### config.mk
export PLATFORM = sky130hd
export DESIGN_NAME = alu_seq_ctrl_flat
export DESIGN_NICKNAME = d
export VERILOG_FILES = /design/src/rtl/alu_seq_pkg.sv /design/src/rtl/alu_seq_ctrl_if.sv /design/src/rtl/alu_seq_decode.sv /design/src/rtl/alu_seq_ctrl.sv /design/src/flat_wrapper.sv
export SDC_FILE = /design/constraint.sdc
export NUM_CORES = 1
export LEC_CHECK = 0
export CAP_MARGIN = 20
export CORE_MARGIN = 2
export CORE_UTILIZATION = 44
export CTS_CLUSTER_DIAMETER = 100
export DETAILED_ROUTE_END_ITERATION = 16
export GPL_ROUTABILITY_DRIVEN = 0
export GPL_TIMING_DRIVEN = 0
export PLACE_DENSITY_LB_ADDON = 0.25
export SETUP_SLACK_MARGIN = 0.5
export SLEW_MARGIN = 20
export SYNTH_ARGS = -nofsm -noshare
export SYNTH_HDL_FRONTEND = slang
export SYNTH_SLANG_ARGS = --single-unit
### constraint.sdc
create_clock -name clk -period 2.4 [get_ports clk]
set_input_delay 0.24 -clock clk [delete_from_list [all_inputs] [get_ports clk]]
set_output_delay 0.24 -clock clk [all_outputs]
set_load 0.01 [all_outputs]
### src/rtl/alu_seq_pkg.sv
// Shared types and constants for the ALU sequencer: ALU opcodes, FSM state
// codes, the control-vector layout and the default register-address width.
package alu_seq_pkg;

  // Default register-file address width (8 registers).
  localparam int REG_AW_DEFAULT = 3;

  // ALU operation codes as seen by the datapath ALU.
  typedef enum logic [1:0] {
    OP_ADD  = 2'b00,
    OP_SUB  = 2'b01,
    OP_AND  = 2'b10,
    OP_NOTB = 2'b11
  } op_t;

  // Sequencer states. Codes 3'd6 and 3'd7 are illegal and recover to S_WAIT.
  typedef enum logic [2:0] {
    S_WAIT = 3'd0,
    S_GETA = 3'd1,
    S_GETB = 3'd2,
    S_EXEC = 3'd3,
    S_WB   = 3'd4,
    S_DONE = 3'd5
  } state_t;

  // Single-bit controls decoded from the state. Address and opcode outputs
  // live outside the struct so that their width can follow REG_AW.
  typedef struct packed {
    logic busy;
    logic done;
    logic write;
    logic loada;
    logic loadb;
    logic loadc;
    logic loads;
    logic asel;
  } ctrl_t;

  localparam ctrl_t CTRL_IDLE = '0;

  // NOT B only needs the B operand, so it skips the A fetch.
  function automatic state_t first_state(op_t op);
    return (op == OP_NOTB) ? S_GETB : S_GETA;
  endfunction

endpackage

### src/rtl/alu_seq_ctrl_if.sv
// Command handshake between the instruction decoder (master) and the ALU
// sequencer (slave): a start/busy/done handshake carrying op, rd, rn, rm.
interface alu_seq_ctrl_if #(
  parameter int REG_AW = alu_seq_pkg::REG_AW_DEFAULT
) ();

  logic              start;
  logic [1:0]        op;
  logic [REG_AW-1:0] rd;
  logic [REG_AW-1:0] rn;
  logic [REG_AW-1:0] rm;
  logic              busy;
  logic              done;

  // Instruction decoder side: issues commands, watches busy/done.
  modport master (
    output start, op, rd, rn, rm,
    input  busy, done
  );

  // Sequencer side: accepts commands, reports busy/done.
  modport slave (
    input  start, op, rd, rn, rm,
    output busy, done
  );

endinterface

### src/rtl/alu_seq_decode.sv
// Combinational state-to-control decoder for the ALU sequencer. Every output
// depends only on the state register and the latched command, never on the
// live command inputs.
module alu_seq_decode
  import alu_seq_pkg::*;
#(
  parameter int REG_AW = REG_AW_DEFAULT
) (
  input  state_t            state,
  input  op_t               op,
  input  logic [REG_AW-1:0] rd,
  input  logic [REG_AW-1:0] rn,
  input  logic [REG_AW-1:0] rm,
  output ctrl_t             ctrl,
  output logic [REG_AW-1:0] readnum,
  output logic [REG_AW-1:0] writenum,
  output op_t               alu_op
);

  // Decode the current state into enables, register selects and the ALU op.
  always_comb begin
    // NOTE: every output gets a default before the case so no path leaves it
    // unassigned; a missing default here would infer a latch.
    ctrl     = CTRL_IDLE;
    readnum  = '0;
    writenum = '0;
    alu_op   = OP_ADD;

    if (state != S_WAIT) begin
      ctrl.busy = 1'b1;
      alu_op    = op;
    end

    case (state)
      S_GETA: begin
        readnum    = rn;
        ctrl.loada = 1'b1;
      end
      S_GETB: begin
        readnum    = rm;
        ctrl.loadb = 1'b1;
      end
      S_EXEC: begin
        ctrl.loadc = 1'b1;
        ctrl.loads = 1'b1;
        ctrl.asel  = (op == OP_NOTB);
      end
      S_WB: begin
        writenum   = rd;
        ctrl.write = 1'b1;
      end
      S_DONE: begin
        ctrl.done = 1'b1;
      end
      default: begin
        // S_WAIT and illegal codes: no enables.
      end
    endcase
  end

endmodule

### src/rtl/alu_seq_ctrl.sv
// ALU sequencer: a Moore FSM that runs one register-to-register operation on
// the shared 16-bit datapath (fetch A, fetch B, execute, write back, done).
// Optional feature macro: ALU_SEQ_OPCNT_EN adds a 16-bit completed-operation
// counter on the op_count port.
module alu_seq_ctrl
  import alu_seq_pkg::*;
#(
  parameter int REG_AW = REG_AW_DEFAULT
) (
  input  logic              clk,
  input  logic              rst_n,
  alu_seq_ctrl_if.slave     cmd,
  output logic [REG_AW-1:0] readnum,
  output logic [REG_AW-1:0] writenum,
  output logic              write,
  output logic              loada,
  output logic              loadb,
  output logic              loadc,
  output logic              loads,
  output logic              asel,
  output logic [1:0]        alu_op
`ifdef ALU_SEQ_OPCNT_EN
  ,
  output logic [15:0]       op_count
`endif
);

  state_t            state;
  op_t               op_q;
  logic [REG_AW-1:0] rd_q;
  logic [REG_AW-1:0] rn_q;
  logic [REG_AW-1:0] rm_q;

  ctrl_t             ctrl;
  op_t               dec_alu_op;

  // State register and command latch; the command is captured only on the
  // edge that leaves S_WAIT, so start while busy has no effect.
  always_ff @(posedge clk or negedge rst_n) begin
    // NOTE: sequential state uses non-blocking assignments so every register
    // samples the pre-edge values regardless of statement order.
    if (!rst_n) begin
      state <= S_WAIT;
      op_q  <= OP_ADD;
      rd_q  <= '0;
      rn_q  <= '0;
      rm_q  <= '0;
    end else begin
      case (state)
        S_WAIT: begin
          if (cmd.start) begin
            op_q  <= op_t'(cmd.op);
            rd_q  <= cmd.rd;
            rn_q  <= cmd.rn;
            rm_q  <= cmd.rm;
            state <= first_state(op_t'(cmd.op));
          end
        end
        S_GETA:  state <= S_GETB;
        S_GETB:  state <= S_EXEC;
        S_EXEC:  state <= S_WB;
        S_WB:    state <= S_DONE;
        S_DONE:  state <= S_WAIT;
        default: state <= S_WAIT;
      endcase
    end
  end

`ifdef ALU_SEQ_OPCNT_EN
  // Completed-operation counter: bumps on the S_WB -> S_DONE step (S_WB always
  // moves to S_DONE) and wraps naturally at 16 bits.
  always_ff @(posedge clk or negedge rst_n) begin
    if (!rst_n) begin
      op_count <= '0;
    end else if (state == S_WB) begin
      op_count <= op_count + 16'd1;
    end
  end
`endif

  alu_seq_decode #(
    .REG_AW (REG_AW)
  ) u_decode (
    .state    (state),
    .op       (op_q),
    .rd       (rd_q),
    .rn       (rn_q),
    .rm       (rm_q),
    .ctrl     (ctrl),
    .readnum  (readnum),
    .writenum (writenum),
    .alu_op   (dec_alu_op)
  );

  // Unpack the decoded control vector onto the ports.
  assign cmd.busy = ctrl.busy;
  assign cmd.done = ctrl.done;
  assign write    = ctrl.write;
  assign loada    = ctrl.loada;
  assign loadb    = ctrl.loadb;
  assign loadc    = ctrl.loadc;
  assign loads    = ctrl.loads;
  assign asel     = ctrl.asel;
  assign alu_op   = dec_alu_op;

endmodule
### src/flat_wrapper.sv
// flat-port wrapper written by rule: the top's interface ports become plain ports
module alu_seq_ctrl_flat import alu_seq_pkg::*;
#(
  parameter int REG_AW = REG_AW_DEFAULT
)
  (clk, rst_n, readnum, writenum, write, loada, loadb, loadc, loads, asel, alu_op, cmd_start, cmd_op, cmd_rd, cmd_rn, cmd_rm, cmd_busy, cmd_done);
  alu_seq_ctrl_if #(.REG_AW(REG_AW)) cmd_i ();
  input  logic clk;
  input  logic rst_n;
  output logic [REG_AW-1:0] readnum;
  output logic [REG_AW-1:0] writenum;
  output logic write;
  output logic loada;
  output logic loadb;
  output logic loadc;
  output logic loads;
  output logic asel;
  output logic [1:0] alu_op;
  input wire logic [$bits(cmd_i.start)-1:0] cmd_start;
  input wire logic [$bits(cmd_i.op)-1:0] cmd_op;
  input wire logic [$bits(cmd_i.rd)-1:0] cmd_rd;
  input wire logic [$bits(cmd_i.rn)-1:0] cmd_rn;
  input wire logic [$bits(cmd_i.rm)-1:0] cmd_rm;
  output wire logic [$bits(cmd_i.busy)-1:0] cmd_busy;
  output wire logic [$bits(cmd_i.done)-1:0] cmd_done;
  assign cmd_i.start = cmd_start;
  assign cmd_i.op = cmd_op;
  assign cmd_i.rd = cmd_rd;
  assign cmd_i.rn = cmd_rn;
  assign cmd_i.rm = cmd_rm;
  assign cmd_busy = cmd_i.busy;
  assign cmd_done = cmd_i.done;
  alu_seq_ctrl #(.REG_AW(REG_AW)) u_core (.clk(clk), .rst_n(rst_n), .cmd(cmd_i), .readnum(readnum), .writenum(writenum), .write(write), .loada(loada), .loadb(loadb), .loadc(loadc), .loads(loads), .asel(asel), .alu_op(alu_op));
endmodule
==> results of run 1 <==
==> per-stage QoR <==
stage	setup WS (ns)	area, um^2
3_5_place_dp	0.5226	1030
4_1_cts	0.4781	1087
3_3_place_gp	0.5407	1030
2_1_floorplan	1.043	719.4
5_1_grt	0.4593	1110
6_report	0.5561	1110
==> final timing paths <==
kind                                   end  depth (start not counted)
setup / recovery                     loads                          3
hold / removal              u_core.rd_q[0]                          1
setup reg to reg            u_core.rd_q[2]                          5
hold reg to reg             u_core.rd_q[0]                          1
max in group asynchronous  u_core.state[0]                          1
min in group clk            u_core.rd_q[0]                          1
==> cell families after synthesis <==
| logic type | after synthesis |
|---|---|
| AND/OR/NAND/NOR | 20 |
| flip-flops | 14 |
| multiplexers | 11 |
| AO/OA/AOI/OAI | 9 |
| buffers and inverters | 5 |
==> synthesized netlist by cell type <==
library cell   n
dfrtp_1       14
mux2_2        11
nand3b_1       6
a21oi_1        4
and3_1         4
and2_1         3
clkbuf_1       3
and3b_1        2
nor3b_1        2
a211oi_1       1
a21boi_0       1
a21o_1         1
a311oi_1       1
buf_4          1
buf_6          1
nor2_1         1
nor4b_4        1
o31a_1         1
or3_1          1
==> registers in the layout (all words and copies together) (netlist names) <==
name and flops:
u_core.state 3, u_core.op_q 2, u_core.rd_q 3, u_core.rm_q 3, u_core.rn_q 3
==> area by class of cell <==
| type | instances | area (um^2) | area share [%] |
|---|---|---|---|
| Sequential cell | 14 | 354.1 | 31.91 |
| Multi-Input combinational cell | 40 | 342.8 | 30.89 |
| Timing Repair Buffer | 35 | 331.6 | 29.88 |
| Buffer | 5 | 38.79 | 3.495 |
| Clock buffer | 3 | 22.52 | 2.029 |
| Tap cell | 16 | 20.02 | 1.804 |
==> repair_timing <==
action	CTS	global route
cloned	0	0
hold endpoints to repair	0	0
setup buffers	4	2
setup endpoints to repair	14	7
gates resized for setup	16	4
==> where the power goes <==
part	switching [mW]	leakage, nW	internal, mW	total (mW)
Clock	0.0671	0.0138	0.0579	0.125
Combinational	0.298	0.353	0.441	0.739
Sequential	0.0837	0.164	0.360	0.444
Total	0.449	0.531	0.859	1.31
==> routing by layer <==
layer | global-route usage (%) | wire length, um | up-vias
met1 | 21.22 | 640 | 288
met4 | 7.273 | 6 | 0
met2 | 31.18 | 811 | 18
met3 | 2.857 | 82 | 2
li1 | - | - | 295
met5 | 0 | 0 | -
==> critical path, delay by kind of cell (launching register included) <==
family / cells / cell delay [ns]
flip-flops: 1 / 0.44
buffers and inverters: 2 / 0.63
AND/OR/NAND/NOR: 1 / 0.27
==> impl_metrics.tcl, run 1 <==
set metrics [dict create \
    outcome "completed" \
    drc 0 \
    grt_setup_unrepaired "true" \
    ys_ff_latch 14 \
    drv_slew 0 \
    grt_overflow_total 0 \
    layout_min_cycle_time_ns 1.844 \
    crit_fanout 6 \
    cts_max_path_buffers 2 \
    power_density_mw_per_mm2 1178 \
    synth-simple-area-share_pct 21.57 \
    cts-hold-fix-buffers 0 \
    start_kind "flip-flop" \
    tritoncts "done" \
    instances_no_fill 113 \
    grt_pass1_vias 586 \
    final_cell_mix "20 x clkdlybuf4s50_1, 11 x mux2_2, 11 x dfrtp_1, 7 x buf_4, 7 x dlygate4sd2_1" \
    clock_skew_ns 0.002426 \
    die_width_um 44.44 \
    synthMuxAreaShare_pct 17.22 \
    synth_compound_area_share_pct 8.348 \
    syn_area_per_cell_um2 12.19 \
    ioPinCount 30 \
    min_path_type "primary input to asynchronous set/reset pin" \
    synth_xor_area_share_pct 0 \
    dpl.hpwl_um 1121 \
    yosysTopAreaCell "dfrtp_1" \
    drt_iter0_drc 4 \
    maxSlewHeadroom_pct 58.85 \
    endpoint_kind "output port" \
    area_growth_pct 54.26 \
    crit_arrival_ns 1.60 \
    finalSetupViolCount 0 \
    start_util_pct 47.21 \
    cts.sinks 14 \
    p_leak_nw 0.5309 \
    critPathKind "flip-flop to output port" \
    rows 14 \
    cp.required_ns 2.16 \
    worstPathCellList "and3b_2, buf_4, clkdlybuf4s50_1" \
    synth_cell_types 19 \
    netlist_area_um2 719.4 \
    fp.dieArea_mm2 0.001974 \
    route.vias.total 603 \
    drive_gt1_share_pct 31.96 \
    reg2reg_from "u_core.state[2]" \
    grt_pass1_wl_um 2525 \
    yosysSeqAreaShare_pct 48.70 \
    firstDrtPassIters 4 \
    worst_slew_pin_slew_ns 0.6153 \
    cts_max_level 1 \
    synth_nets 73 \
    finalPower_mw 1.308 \
    tns_ns 0 \
    syn_inst 59 \
    io_buffers 29 \
    max-vdd-ir-drop_mv 0.6360 \
    ys_warn_count 0 \
    wl_per_cell_um 13.64 \
    fmax_mhz 542.3 \
    r2r_slack_ns 0.79 \
    layout.nets 113 \
    core_mm2 0.001524 \
    clk_pin_slew_worst_paths_ns 0.08 \
    dp.cells 104 \
    clk_latency_ns 0.27 \
    finalHoldViolCount 0 \
    routed_wirelength_um 1541 \
    synth_top_family_by_area "simple AND/OR/NAND/NOR gates" \
    yosysTopAreaCellShare_pct 48.70 \
    cts-root-buf "clkbuf_4" \
    num_antenna_cells 0 \
    yosys-top-cells-area "dfrtp_1 49%, mux2_2 17%, nand3b_1 6.3%" \
    fp.dieH_um 44.44 \
    yosys.area_share.adder_pct 0 \
    grt_antenna_before_repair 0 \
    grt_max_degree 15 \
    cp_slowest_cell "clkdlybuf4s50_1" \
    fill_cells 124 \
    max_cap_violations 0 \
    layout.cells.most_common "clkdlybuf4s50_1" \
    cts_buffers 3 \
    ant_nets 0 \
    startpoint "u_core.state[2]" \
    final_min_period_over_clock_period_pct 76.83 \
    grt.total_usage_pct 17.64 \
    avgViaCountPerCell 5.336 \
    cp_slowest_stage_delay_ns 0.52 \
    hold_slack_ns 0.3542 \
    utilization_pct 72.82 \
]
(Power assumes the default switching activity.)
==> run 2, diff against run 1 <==
- CORE_ASPECT_RATIO: not set -> 1.4
- CORE_UTILIZATION: 44 -> 37
- clock period: 2.4 -> 1.6 ns (I/O delays scaled with it)
==> impl_metrics.tcl, run 2 (synthesis results as in run 1) <==
set metrics [dict create \
    min_path_type "primary input to asynchronous set/reset pin" \
    num_antenna_cells 0 \
    setup_slack_ns -0.008558 \
    area_growth_pct 80.87 \
    finalHoldViolCount 0 \
    grt_setup_unrepaired "true" \
    drive_gt1_share_pct 61.47 \
    layout.nets 124 \
    die_width_um 41.27 \
    endpoint_kind "flip-flop" \
    crit_arrival_ns 1.78 \
    power_density_mw_per_mm2 1990 \
    cts-hold-fix-buffers 0 \
    layout_min_cycle_time_ns 1.609 \
    maxSlewHeadroom_pct 56.53 \
    ant_nets 0 \
    layout.cells.most_common "buf_6" \
    grt_pass1_wl_um 3339 \
    fmax_mhz 621.7 \
    p_seq_share_pct 26.2 \
    p_leak_nw 0.6249 \
    core_mm2 0.001802 \
    dpl.hpwl_um 1175 \
    start_kind "flip-flop" \
    fp.dieH_um 56.18 \
    firstDrtPassIters 4 \
    final_min_period_over_clock_period_pct 100.5 \
    switching_share_pct 34.01 \
    cp_common_cell "buf_6" \
    crit_fanout 5 \
    cts_buffers 3 \
    outcome "complete, but fails checks" \
    start_util_pct 39.93 \
    clk_latency_ns 0.28 \
    avgViaCountPerCell 5.217 \
    crit_family "flip-flops" \
    final_cell_area_mm2 0.001301 \
    fp.dieArea_mm2 0.002318 \
    cp_slowest_cell "dfrtp_2" \
    drv_slew 0 \
    max_cap_violations 0 \
    route.vias.total 673 \
    worstPathCellList "buf_6, buf_6, nor4b_4, buf_6, mux2_4" \
    p_comb_share_pct 65.5 \
    cp_slowest_stage_delay_ns 0.45 \
    cts_max_path_buffers 2 \
    clk_pin_slew_worst_paths_ns 0.09 \
    grt_max_degree 15 \
    routed_wirelength_um 2093 \
    cp.required_ns 1.77 \
    p_switching_uw 880.7 \
    final_cell_mix "16 x buf_6, 13 x clkdlybuf4s50_1, 11 x mux2_4, 11 x dfrtp_1, 10 x buf_2" \
    ioPinCount 30 \
    dpl_cell_area_mm2 0.001077 \
    wl_per_cell_um 16.22 \
    grt.total_usage_pct 21.36 \
    finalSetupViolCount 2 \
    clock_skew_ns 0.002531 \
    cts_max_level 1 \
    p_int_mw 1.709 \
    worst_slew_pin_slew_ns 0.6500 \
    power_frac_clock_pct 8.3 \
    grt_antenna_before_repair 0 \
    drt_iter0_drc 9 \
    crit_buf_inv 3 \
    tritoncts "done" \
    grt_pass1_vias 661 \
    tns_ns -0.01074 \
    drc 0 \
    max-vdd-ir-drop_mv 1.112 \
    cts-root-buf "clkbuf_4" \
    cts.sinks 14 \
    rows 18 \
    io_buffers 29 \
    grt_overflow_total 0 \
    violations "negative setup slack" \
    critPathKind "flip-flop to flip-flop" \
]
==> run 2: routing by layer <==
| metal | track usage [%] | up-vias | part of all wire [%] |
|---|---|---|---|
| met5 | 0 | - | 0 |
| met4 | 8.295 | 0 | 1.7 |
| met3 | 3.600 | 5 | 4.3 |
| met2 | 34.82 | 20 | 54 |
| met1 | 26.36 | 333 | 40 |
| li1 | - | 315 | - |
==> run 2: worst paths after layout <==
kind                                      start               to  slack (ns)  cells past startpoint
worst max-delay path            u_core.state[1]   u_core.op_q[0]      -0.009                      5
worst min-delay path                      rst_n   u_core.rm_q[1]        0.27                      1
worst max register to register  u_core.state[1]   u_core.op_q[0]      -0.009                      5
worst min register to register   u_core.rn_q[0]   u_core.rn_q[0]        0.52                      1
max in group asynchronous                 rst_n  u_core.state[2]        0.87                      1
min in group clk                      cmd_rn[0]   u_core.rn_q[0]        0.49                      2
==> run 2: through the flow <==
step           hold slack [ns]  instances  power (mW)  setup slack [ns]  utilization [%]
6_report                0.2689        129       2.589         -0.008558            72.22
5_1_grt                 0.3149        129       2.748          -0.05222            72.22
4_1_cts                 0.2895        127       2.440        0.00009659            69.93
3_5_place_dp            0.4911        108       1.834           -0.1963            59.79
3_3_place_gp            0.4818        108       1.795           -0.1881            59.79
2_1_floorplan          -0.1356         59       1.355            0.2447                -
==> run 2: power groups by stage <==
stage / registers (mW) / logic [mW] / clock network (mW)
2_1_floorplan: 0.656 / 0.699 / 0
3_3_place_gp: 0.691 / 1.10 / 0
3_5_place_dp: 0.701 / 1.13 / 0
4_1_cts: 0.665 / 1.55 / 0.221
5_1_grt: 0.703 / 1.81 / 0.238
6_report: 0.679 / 1.69 / 0.215
==> run 2: layout make-up <==
class                   instances  area, um^2
plain buffers                   5       63.81
clock buffers                   4       26.28
fillers                       137       500.5
multi-input cells              40       426.7
flip-flops and latches         14       354.1
well taps                      20       25.02
repair buffers                 46       405.4
==> run 2: what timing repair did <==
| action | 4_1_cts | 5_1_grt |
|---|---|---|
| pin swaps | 6 | 1 |
| cloned | 3 | 0 |
| gates resized for setup | 89 | 12 |
| buffers inserted | 12 | 2 |
| endpoints found under the setup margin | 29 | 30 |
